==> src/rtl/alu_ctrl_sequencer_if.sv <==
// rtl/alu_ctrl_sequencer_if.sv - handshake/control bundle between the sequencer and its environment
//
// Groups the instruction-memory handshake, data-memory handshake, ALU flag and
// the datapath control outputs of alu_ctrl_sequencer.
//   master : the sequencer (consumes instr/instr_valid/zero/mem_ready, drives controls)
//   slave  : the surrounding memories and datapath
interface alu_ctrl_sequencer_if;
  logic [31:0] instr;
  logic        instr_valid;
  logic        zero;
  logic        mem_ready;
  logic        instr_req;
  logic [2:0]  ALUctrl;
  logic        alu_src;
  logic [1:0]  imm_sel;
  logic        reg_write;
  logic        mem_read;
  logic        mem_write;
  logic        result_src;
  logic        pc_write;
  logic        pc_src;
  logic        illegal;

  modport master (
    input  instr, instr_valid, zero, mem_ready,
    output instr_req, ALUctrl, alu_src, imm_sel, reg_write, mem_read,
           mem_write, result_src, pc_write, pc_src, illegal
  );

  modport slave (
    output instr, instr_valid, zero, mem_ready,
    input  instr_req, ALUctrl, alu_src, imm_sel, reg_write, mem_read,
           mem_write, result_src, pc_write, pc_src, illegal
  );
endinterface

==> src/rtl/alu_ctrl_sequencer.sv <==
// rtl/alu_ctrl_sequencer.sv - multi-cycle RV32I control FSM for the ALU datapath
//
// Fetches one instruction, decodes it and sequences EXEC/MEM/WB, driving ALU
// op/operand selects, register-file/memory strobes and PC update.
// Ports:
//   clk    rising-edge clock
//   rst_n  asynchronous active-low reset
//   bus    alu_ctrl_sequencer_if.master: instr/instr_valid/zero/mem_ready in;
//          instr_req, ALUctrl, alu_src, imm_sel, reg_write, mem_read, mem_write,
//          result_src, pc_write, pc_src, illegal out
// Parameters:
//   MEM_TIMEOUT   cycles allowed in MEM without mem_ready (0 = wait forever)
//   ILLEGAL_HALT  1: unsupported instruction halts; 0: skipped as a NOP
module alu_ctrl_sequencer #(
  parameter int MEM_TIMEOUT  = 16,
  parameter bit ILLEGAL_HALT = 1'b1
) (
  input  logic                  clk,
  input  logic                  rst_n,
  alu_ctrl_sequencer_if.master  bus
);

  localparam int CW = $clog2(MEM_TIMEOUT + 2);
  localparam logic [CW-1:0] TLAST = CW'((MEM_TIMEOUT > 0) ? MEM_TIMEOUT - 1 : 0);

  typedef enum logic [2:0] {S_FETCH, S_DECODE, S_EXEC, S_MEM, S_WB, S_HALT} state_t;
  typedef enum logic [2:0] {K_R, K_I, K_LW, K_SW, K_BR, K_ILL} kind_t;

  state_t state, state_nx;

  // Only the control-relevant instruction fields are kept; register indices
  // and immediates are captured by the datapath's own instruction register.
  logic [6:0]    ir_op;
  logic [2:0]    ir_f3;
  logic          ir_f7b5;
  logic          illegal_q, illegal_set;
  logic [CW-1:0] tcnt;
  logic          timeout_hit;

  kind_t      kind;
  logic [2:0] alu_op;

  logic       req_c, alu_src_c, reg_write_c, mem_read_c, mem_write_c;
  logic       result_src_c, pc_write_c, pc_src_c;
  logic [2:0] alu_ctrl_c;
  logic [1:0] imm_sel_c;

  always_comb begin
    kind   = K_ILL;
    alu_op = 3'b000;
    case (ir_op)
      7'b0110011: begin
        kind = K_R;
        case (ir_f3)
          3'b000:  alu_op = ir_f7b5 ? 3'b001 : 3'b000;
          3'b111:  alu_op = 3'b010;
          3'b110:  alu_op = 3'b011;
          default: kind = K_ILL;
        endcase
      end
      7'b0010011: begin
        kind = K_I;
        case (ir_f3)
          3'b000:  alu_op = 3'b000;
          3'b111:  alu_op = 3'b010;
          3'b110:  alu_op = 3'b011;
          default: kind = K_ILL;
        endcase
      end
      7'b0000011: if (ir_f3 == 3'b010) kind = K_LW;
      7'b0100011: if (ir_f3 == 3'b010) kind = K_SW;
      7'b1100011: begin
        if (ir_f3 == 3'b000 || ir_f3 == 3'b001) begin
          kind   = K_BR;
          alu_op = 3'b001;
        end
      end
      default: kind = K_ILL;
    endcase
  end

  assign timeout_hit = (MEM_TIMEOUT != 0) && (tcnt == TLAST);

  always_comb begin
    state_nx     = state;
    illegal_set  = 1'b0;
    req_c        = 1'b0;
    alu_ctrl_c   = 3'b000;
    alu_src_c    = 1'b0;
    imm_sel_c    = 2'b00;
    reg_write_c  = 1'b0;
    mem_read_c   = 1'b0;
    mem_write_c  = 1'b0;
    result_src_c = 1'b0;
    pc_write_c   = 1'b0;
    pc_src_c     = 1'b0;
    case (state)
      S_FETCH: begin
        req_c = 1'b1;
        if (bus.instr_valid) state_nx = S_DECODE;
      end
      S_DECODE: begin
        if (kind == K_ILL) begin
          illegal_set = 1'b1;
          if (ILLEGAL_HALT) begin
            state_nx = S_HALT;
          end else begin
            pc_write_c = 1'b1;
            state_nx   = S_FETCH;
          end
        end else begin
          state_nx = S_EXEC;
        end
      end
      S_EXEC, S_WB: begin
        alu_ctrl_c = alu_op;
        alu_src_c  = (kind != K_R) && (kind != K_BR);
        imm_sel_c  = (kind == K_SW) ? 2'b01 : (kind == K_BR) ? 2'b10 : 2'b00;
        if (state == S_EXEC) begin
          case (kind)
            K_BR: begin
              pc_write_c = 1'b1;
              pc_src_c   = bus.zero ^ ir_f3[0];  // f3[0] set = bne
              state_nx   = S_FETCH;
            end
            K_LW, K_SW: state_nx = S_MEM;
            default:    state_nx = S_WB;
          endcase
        end else begin
          // ALU selects stay applied in WB so the written result is stable.
          reg_write_c  = 1'b1;
          result_src_c = (kind == K_LW);
          pc_write_c   = 1'b1;
          state_nx     = S_FETCH;
        end
      end
      S_MEM: begin
        alu_src_c   = 1'b1;
        imm_sel_c   = (kind == K_SW) ? 2'b01 : 2'b00;
        mem_read_c  = (kind == K_LW);
        mem_write_c = (kind == K_SW);
        if (bus.mem_ready) begin
          if (kind == K_LW) begin
            state_nx = S_WB;
          end else begin
            pc_write_c = 1'b1;
            state_nx   = S_FETCH;
          end
        end else if (timeout_hit) begin
          illegal_set = 1'b1;
          state_nx    = S_HALT;
        end
      end
      default: state_nx = S_HALT;
    endcase
  end

  always_ff @(posedge clk or negedge rst_n) begin
    if (!rst_n) begin
      state     <= S_FETCH;
      ir_op     <= 7'd0;
      ir_f3     <= 3'd0;
      ir_f7b5   <= 1'b0;
      illegal_q <= 1'b0;
      tcnt      <= '0;
    end else begin
      state <= state_nx;
      if (state == S_FETCH && bus.instr_valid) begin
        ir_op   <= bus.instr[6:0];
        ir_f3   <= bus.instr[14:12];
        ir_f7b5 <= bus.instr[30];
      end
      if (illegal_set) illegal_q <= 1'b1;
      // Held at zero outside MEM, so every MEM entry starts from a clean count.
      if (state != S_MEM) tcnt <= '0;
      else if (!timeout_hit) tcnt <= tcnt + 1'b1;
    end
  end

  // The async reset forces FETCH; gating keeps instr_req low while rst_n is held.
  assign bus.instr_req  = req_c & rst_n;
  assign bus.ALUctrl    = alu_ctrl_c;
  assign bus.alu_src    = alu_src_c;
  assign bus.imm_sel    = imm_sel_c;
  assign bus.reg_write  = reg_write_c;
  assign bus.mem_read   = mem_read_c;
  assign bus.mem_write  = mem_write_c;
  assign bus.result_src = result_src_c;
  assign bus.pc_write   = pc_write_c;
  assign bus.pc_src     = pc_src_c;
  assign bus.illegal    = illegal_q;

endmodule

==> src/flat_wrapper.sv <==
// flat-port wrapper written by rule: the top's interface ports become plain ports
module alu_ctrl_sequencer_flat 
#(
  parameter int MEM_TIMEOUT  = 16,
  parameter bit ILLEGAL_HALT = 1'b1
)
  (clk, rst_n, bus_instr, bus_instr_valid, bus_zero, bus_mem_ready, bus_instr_req, bus_ALUctrl, bus_alu_src, bus_imm_sel, bus_reg_write, bus_mem_read, bus_mem_write, bus_result_src, bus_pc_write, bus_pc_src, bus_illegal);
  alu_ctrl_sequencer_if bus_i ();
  input  logic clk;
  input  logic rst_n;
  input wire logic [$bits(bus_i.instr)-1:0] bus_instr;
  input wire logic [$bits(bus_i.instr_valid)-1:0] bus_instr_valid;
  input wire logic [$bits(bus_i.zero)-1:0] bus_zero;
  input wire logic [$bits(bus_i.mem_ready)-1:0] bus_mem_ready;
  output wire logic [$bits(bus_i.instr_req)-1:0] bus_instr_req;
  output wire logic [$bits(bus_i.ALUctrl)-1:0] bus_ALUctrl;
  output wire logic [$bits(bus_i.alu_src)-1:0] bus_alu_src;
  output wire logic [$bits(bus_i.imm_sel)-1:0] bus_imm_sel;
  output wire logic [$bits(bus_i.reg_write)-1:0] bus_reg_write;
  output wire logic [$bits(bus_i.mem_read)-1:0] bus_mem_read;
  output wire logic [$bits(bus_i.mem_write)-1:0] bus_mem_write;
  output wire logic [$bits(bus_i.result_src)-1:0] bus_result_src;
  output wire logic [$bits(bus_i.pc_write)-1:0] bus_pc_write;
  output wire logic [$bits(bus_i.pc_src)-1:0] bus_pc_src;
  output wire logic [$bits(bus_i.illegal)-1:0] bus_illegal;
  assign bus_i.instr = bus_instr;
  assign bus_i.instr_valid = bus_instr_valid;
  assign bus_i.zero = bus_zero;
  assign bus_i.mem_ready = bus_mem_ready;
  assign bus_instr_req = bus_i.instr_req;
  assign bus_ALUctrl = bus_i.ALUctrl;
  assign bus_alu_src = bus_i.alu_src;
  assign bus_imm_sel = bus_i.imm_sel;
  assign bus_reg_write = bus_i.reg_write;
  assign bus_mem_read = bus_i.mem_read;
  assign bus_mem_write = bus_i.mem_write;
  assign bus_result_src = bus_i.result_src;
  assign bus_pc_write = bus_i.pc_write;
  assign bus_pc_src = bus_i.pc_src;
  assign bus_illegal = bus_i.illegal;
  alu_ctrl_sequencer #(.MEM_TIMEOUT(MEM_TIMEOUT), .ILLEGAL_HALT(ILLEGAL_HALT)) u_core (.clk(clk), .rst_n(rst_n), .bus(bus_i));
endmodule
==> config.mk <==
export PLATFORM = sky130hd
export DESIGN_NAME = alu_ctrl_sequencer_flat
export DESIGN_NICKNAME = d
export VERILOG_FILES = /design/src/rtl/alu_ctrl_sequencer_if.sv /design/src/rtl/alu_ctrl_sequencer.sv /design/src/flat_wrapper.sv
export SDC_FILE = /design/constraint.sdc
export NUM_CORES = 1
export LEC_CHECK = 0
export ABC_AREA = 1
export BUFFER_PORTS_ARGS = -buffer_cell sky130_fd_sc_hd__buf_4
export CORE_UTILIZATION = 48
export CTS_CLUSTER_DIAMETER = 60
export DETAILED_ROUTE_END_ITERATION = 16
export PLACE_DENSITY = 0.88
export SLEW_MARGIN = 25
export SYNTH_ARGS = -nofsm -noshare
export SYNTH_HDL_FRONTEND = slang
export SYNTH_SLANG_ARGS = --single-unit
==> constraint.sdc <==
create_clock -name clk -period 2.1 [get_ports clk]
set_input_delay 0.105 -clock clk [delete_from_list [all_inputs] [get_ports clk]]
set_output_delay 0.105 -clock clk [all_outputs]
set_load 0.03 [all_outputs]
==> results_dict.tcl <==
set metrics [dict create \
    critPathKind "register to output port" \
    ys_types 30 \
    required_ns 2.00 \
    cts_sinks 20 \
    r2r_slack_ns 0.19 \
    endpoint_kind "output port" \
    r2r_start "u_core.tcnt[0]" \
    yosysSeqAreaShare_pct 37.31 \
    drt_iter0_drc 52 \
    die_w_um 54.86 \
    wl_met3_um 142 \
    ant_nets 0 \
    drcViolationCount 0 \
    design_area_um2 1754 \
    power.internal_w 0.0009056 \
    startpoint "u_core.ir_op[2]" \
    yosys.area.top_type_share_pct 37.31 \
    grt_first_pass_wirelength_mm 4.319 \
    gr-total-overflow 0 \
    first_pass_iters 4 \
    cts_tree "built" \
    clock-root-buffer "clkbuf_4" \
    drive_gt1_share_pct 36.89 \
    clk_path_buf_depth 2 \
    via_per_inst 5.329 \
    top_layer_used "met4" \
    wl_met1_mm 1.471 \
    rows 18 \
    power_frac_clock_pct 11.0 \
    setup_tns_ns 0 \
    nFillCells 219 \
    syn_area_um2 1341 \
    clock_latency_ns 0.31 \
    rr_endpoint "u_core.state[2]" \
    cts_max_level 1 \
    ys_seq_elements 20 \
    synth_cells 185 \
    setup_viol 0 \
    nets 266 \
    hold_viol 0 \
    cp_max_fo 8 \
    finClkSkew_ns 0.002445 \
    period_share_pct 96.24 \
    slew_headroom_pct 64.17 \
    synth_nets 224 \
    cp.arrival_ns 1.92 \
    avgSynthCellArea_um2 7.250 \
    grt_start_max_net_pins 22 \
    holdCritPathClass "input port to register" \
    wl_met2_mm 1.490 \
    area_growth_syn_to_layout_pct 30.78 \
    power.leakage_nw 0.8870 \
    synthTopCellsByArea "dfrtp_1 37%, nor2_1 9.2%, inv_1 7.6%" \
    portBuffers 28 \
    via_count 1359 \
    pre_cts_ws_ns 0.2317 \
    switching_share_pct 46.01 \
    dpl.hpwl_mm 2.203 \
    worst_slack_ns 0.07902 \
    power_frac_seq_pct 39.0 \
    drv_slew 0 \
    p_per_area_nw_per_um2 956.3 \
    postPlaceCellArea_um2 1590 \
    switching_power_w 0.0007719 \
    clock.fmax_ghz 0.4948 \
    numCtsBuffers 3 \
    cap_violations 0 \
    initial_utilization_pct 52.24 \
    die_h_um 54.86 \
    coreArea_um2 2567 \
    ir_drop_mv 0.8304 \
    rsz0062_at_grt "true" \
    antenna_found_initial 0 \
    p_comb_share_pct 49.9 \
    io_pins 51 \
    status "finished, final reports clean" \
    finalPower_w 0.001678 \
    cp-endpoint "bus_pc_write" \
    yosys_warnings 0 \
    gp_congestion 0.8765 \
    wl_mm 3.186 \
    insertedDiodeCount 0 \
    yosysTopAreaCell "dfrtp_1" \
    path_clk_slew_ns 0.11 \
    worst_setup_path_start_kind "register" \
    wl_per_cell_um 12.49 \
    track_usage_pct 20.92 \
    worstMarginPinSlew_ns 0.5361 \
    period_needed_ns 2.021 \
    ff2ff_path_depth 11 \
    die-area_um2 3010 \
    grt_pass1_vias 1012 \
]
## cells by family after synthesis
family	count (synthesis)	share of synthesized area, %
AOI/OAI and AO/OA	22	8.583
other	1	0.2796
and+or+nand+nor	99	36.94
muxes	5	4.197
buffers and inverters	35	10.17
adders and majority gates	2	1.865
xor gates and xnor gates	1	0.6531
DFF	20	37.31
## flip-flops by register name (all words and copies together), names as in the netlist
| register | cells |
|---|---|
| u_core.bus.illegal | 1 |
| u_core.ir_f3 | 3 |
| u_core.ir_f7b5 | 1 |
| u_core.ir_op | 7 |
| u_core.state | 3 |
| u_core.tcnt | 5 |
## cell usage in the layout (no fill, tap or decap), types with 3 or more instances in the layout
master,count
mux2_2,5
nand2_2,5
a21oi_1,15
nand2_1,24
nor2_4,3
nand3_2,7
buf_4,38
nand3_1,11
inv_2,6
dfrtp_1,16
nor3_1,7
clkbuf_4,3
nor2_1,31
dfrtp_2,4
inv_1,24
## worst max-delay path: stages (launching register included)
cell and delay [ns]:
dfrtp_1 0.40, inv_2 0.07, nand2_2 0.08, nor2_8 0.17, nand3_2 0.11, clkinv_1 0.08, nand3_2 0.10, nor2_4 0.14
nand2_1 0.08, nand3_1 0.07, o211ai_1 0.10, buf_4 0.18
## cell usage after synthesis
library cell  instances
a21oi_1              16
a31oi_1               1
buf_2                 1
buf_4                 1
clkinv_1              2
conb_1                1
dfrtp_1              20
ha_1                  2
inv_1                27
inv_2                 4
mux2_2                5
nand2_1              26
nand2_2               3
nand2_4               1
nand3_1              13
nand3_2               6
nand4_1               2
nor2_1               33
nor2_2                2
nor2_4                1
nor2_8                1
nor2b_2               1
nor3_1                8
nor3b_1               1
nor4_1                1
o211ai_1              1
o21ai_0               1
o21ai_1               2
o22ai_1               1
xnor2_1               1
## power groups by stage
stage	Combinational (W)	Sequential (W)	Clock, W
after floorplan	0.000569	0.000599	0
after global placement	0.000711	0.000616	0
after detailed placement	0.000734	0.000623	0
after CTS	0.000738	0.000614	0.000185
after global routing	0.000942	0.000672	0.000210
final	0.000838	0.000655	0.000185
## worst min-delay path by stage
stage / start / cells past startpoint / to / slack [ns]
3_3_place_gp: rst_n / 1 / u_core.ir_op[6] / -0.0005
6_report: bus_instr[30] / 2 / u_core.ir_f7b5 / 0.02
2_1_floorplan: rst_n / 0 / u_core.bus.illegal / -0.19
5_1_grt: bus_instr[5] / 2 / u_core.ir_op[5] / 0.009
4_1_cts: bus_instr[30] / 2 / u_core.ir_f7b5 / 0.03
3_5_place_dp: rst_n / 1 / u_core.ir_op[5] / 0.005
## layer usage
metal	GRT usage, %	vias up
li1	-	672
met2	30.12	58
met4	12.82	0
met5	0	-
met1	30.56	623
met3	0.8333	6
## layout make-up
cell class | count | area, um^2 | share of cell area [%]
Clock buffer | 3 | 22.52 | 1.284
Inverter | 33 | 128.9 | 7.347
Timing Repair Buffer | 39 | 295.3 | 16.83
Multi-Input combinational cell | 130 | 764.5 | 43.58
Sequential cell | 20 | 505.5 | 28.82
Tap cell | 30 | 37.54 | 2.140
## repair_timing
item / CTS / global route
hold endpoints to repair: 20 / 0
endpoints found under the setup margin: 0 / 6
hold buffers: 1 / 0
gates resized for setup: 0 / 23
setup buffers: 0 / 9
## metrics by stage
stage               cells  hold slack [ns]  util, %
CTS                   246          0.02724    63.21
global route          255         0.009450    68.32
detailed placement    242         0.004968    61.94
global placement      242       -0.0005203    61.94
finish                255          0.02063    68.32
floorplan             185          -0.1906        -
Power figures use the tool's default switching activity.
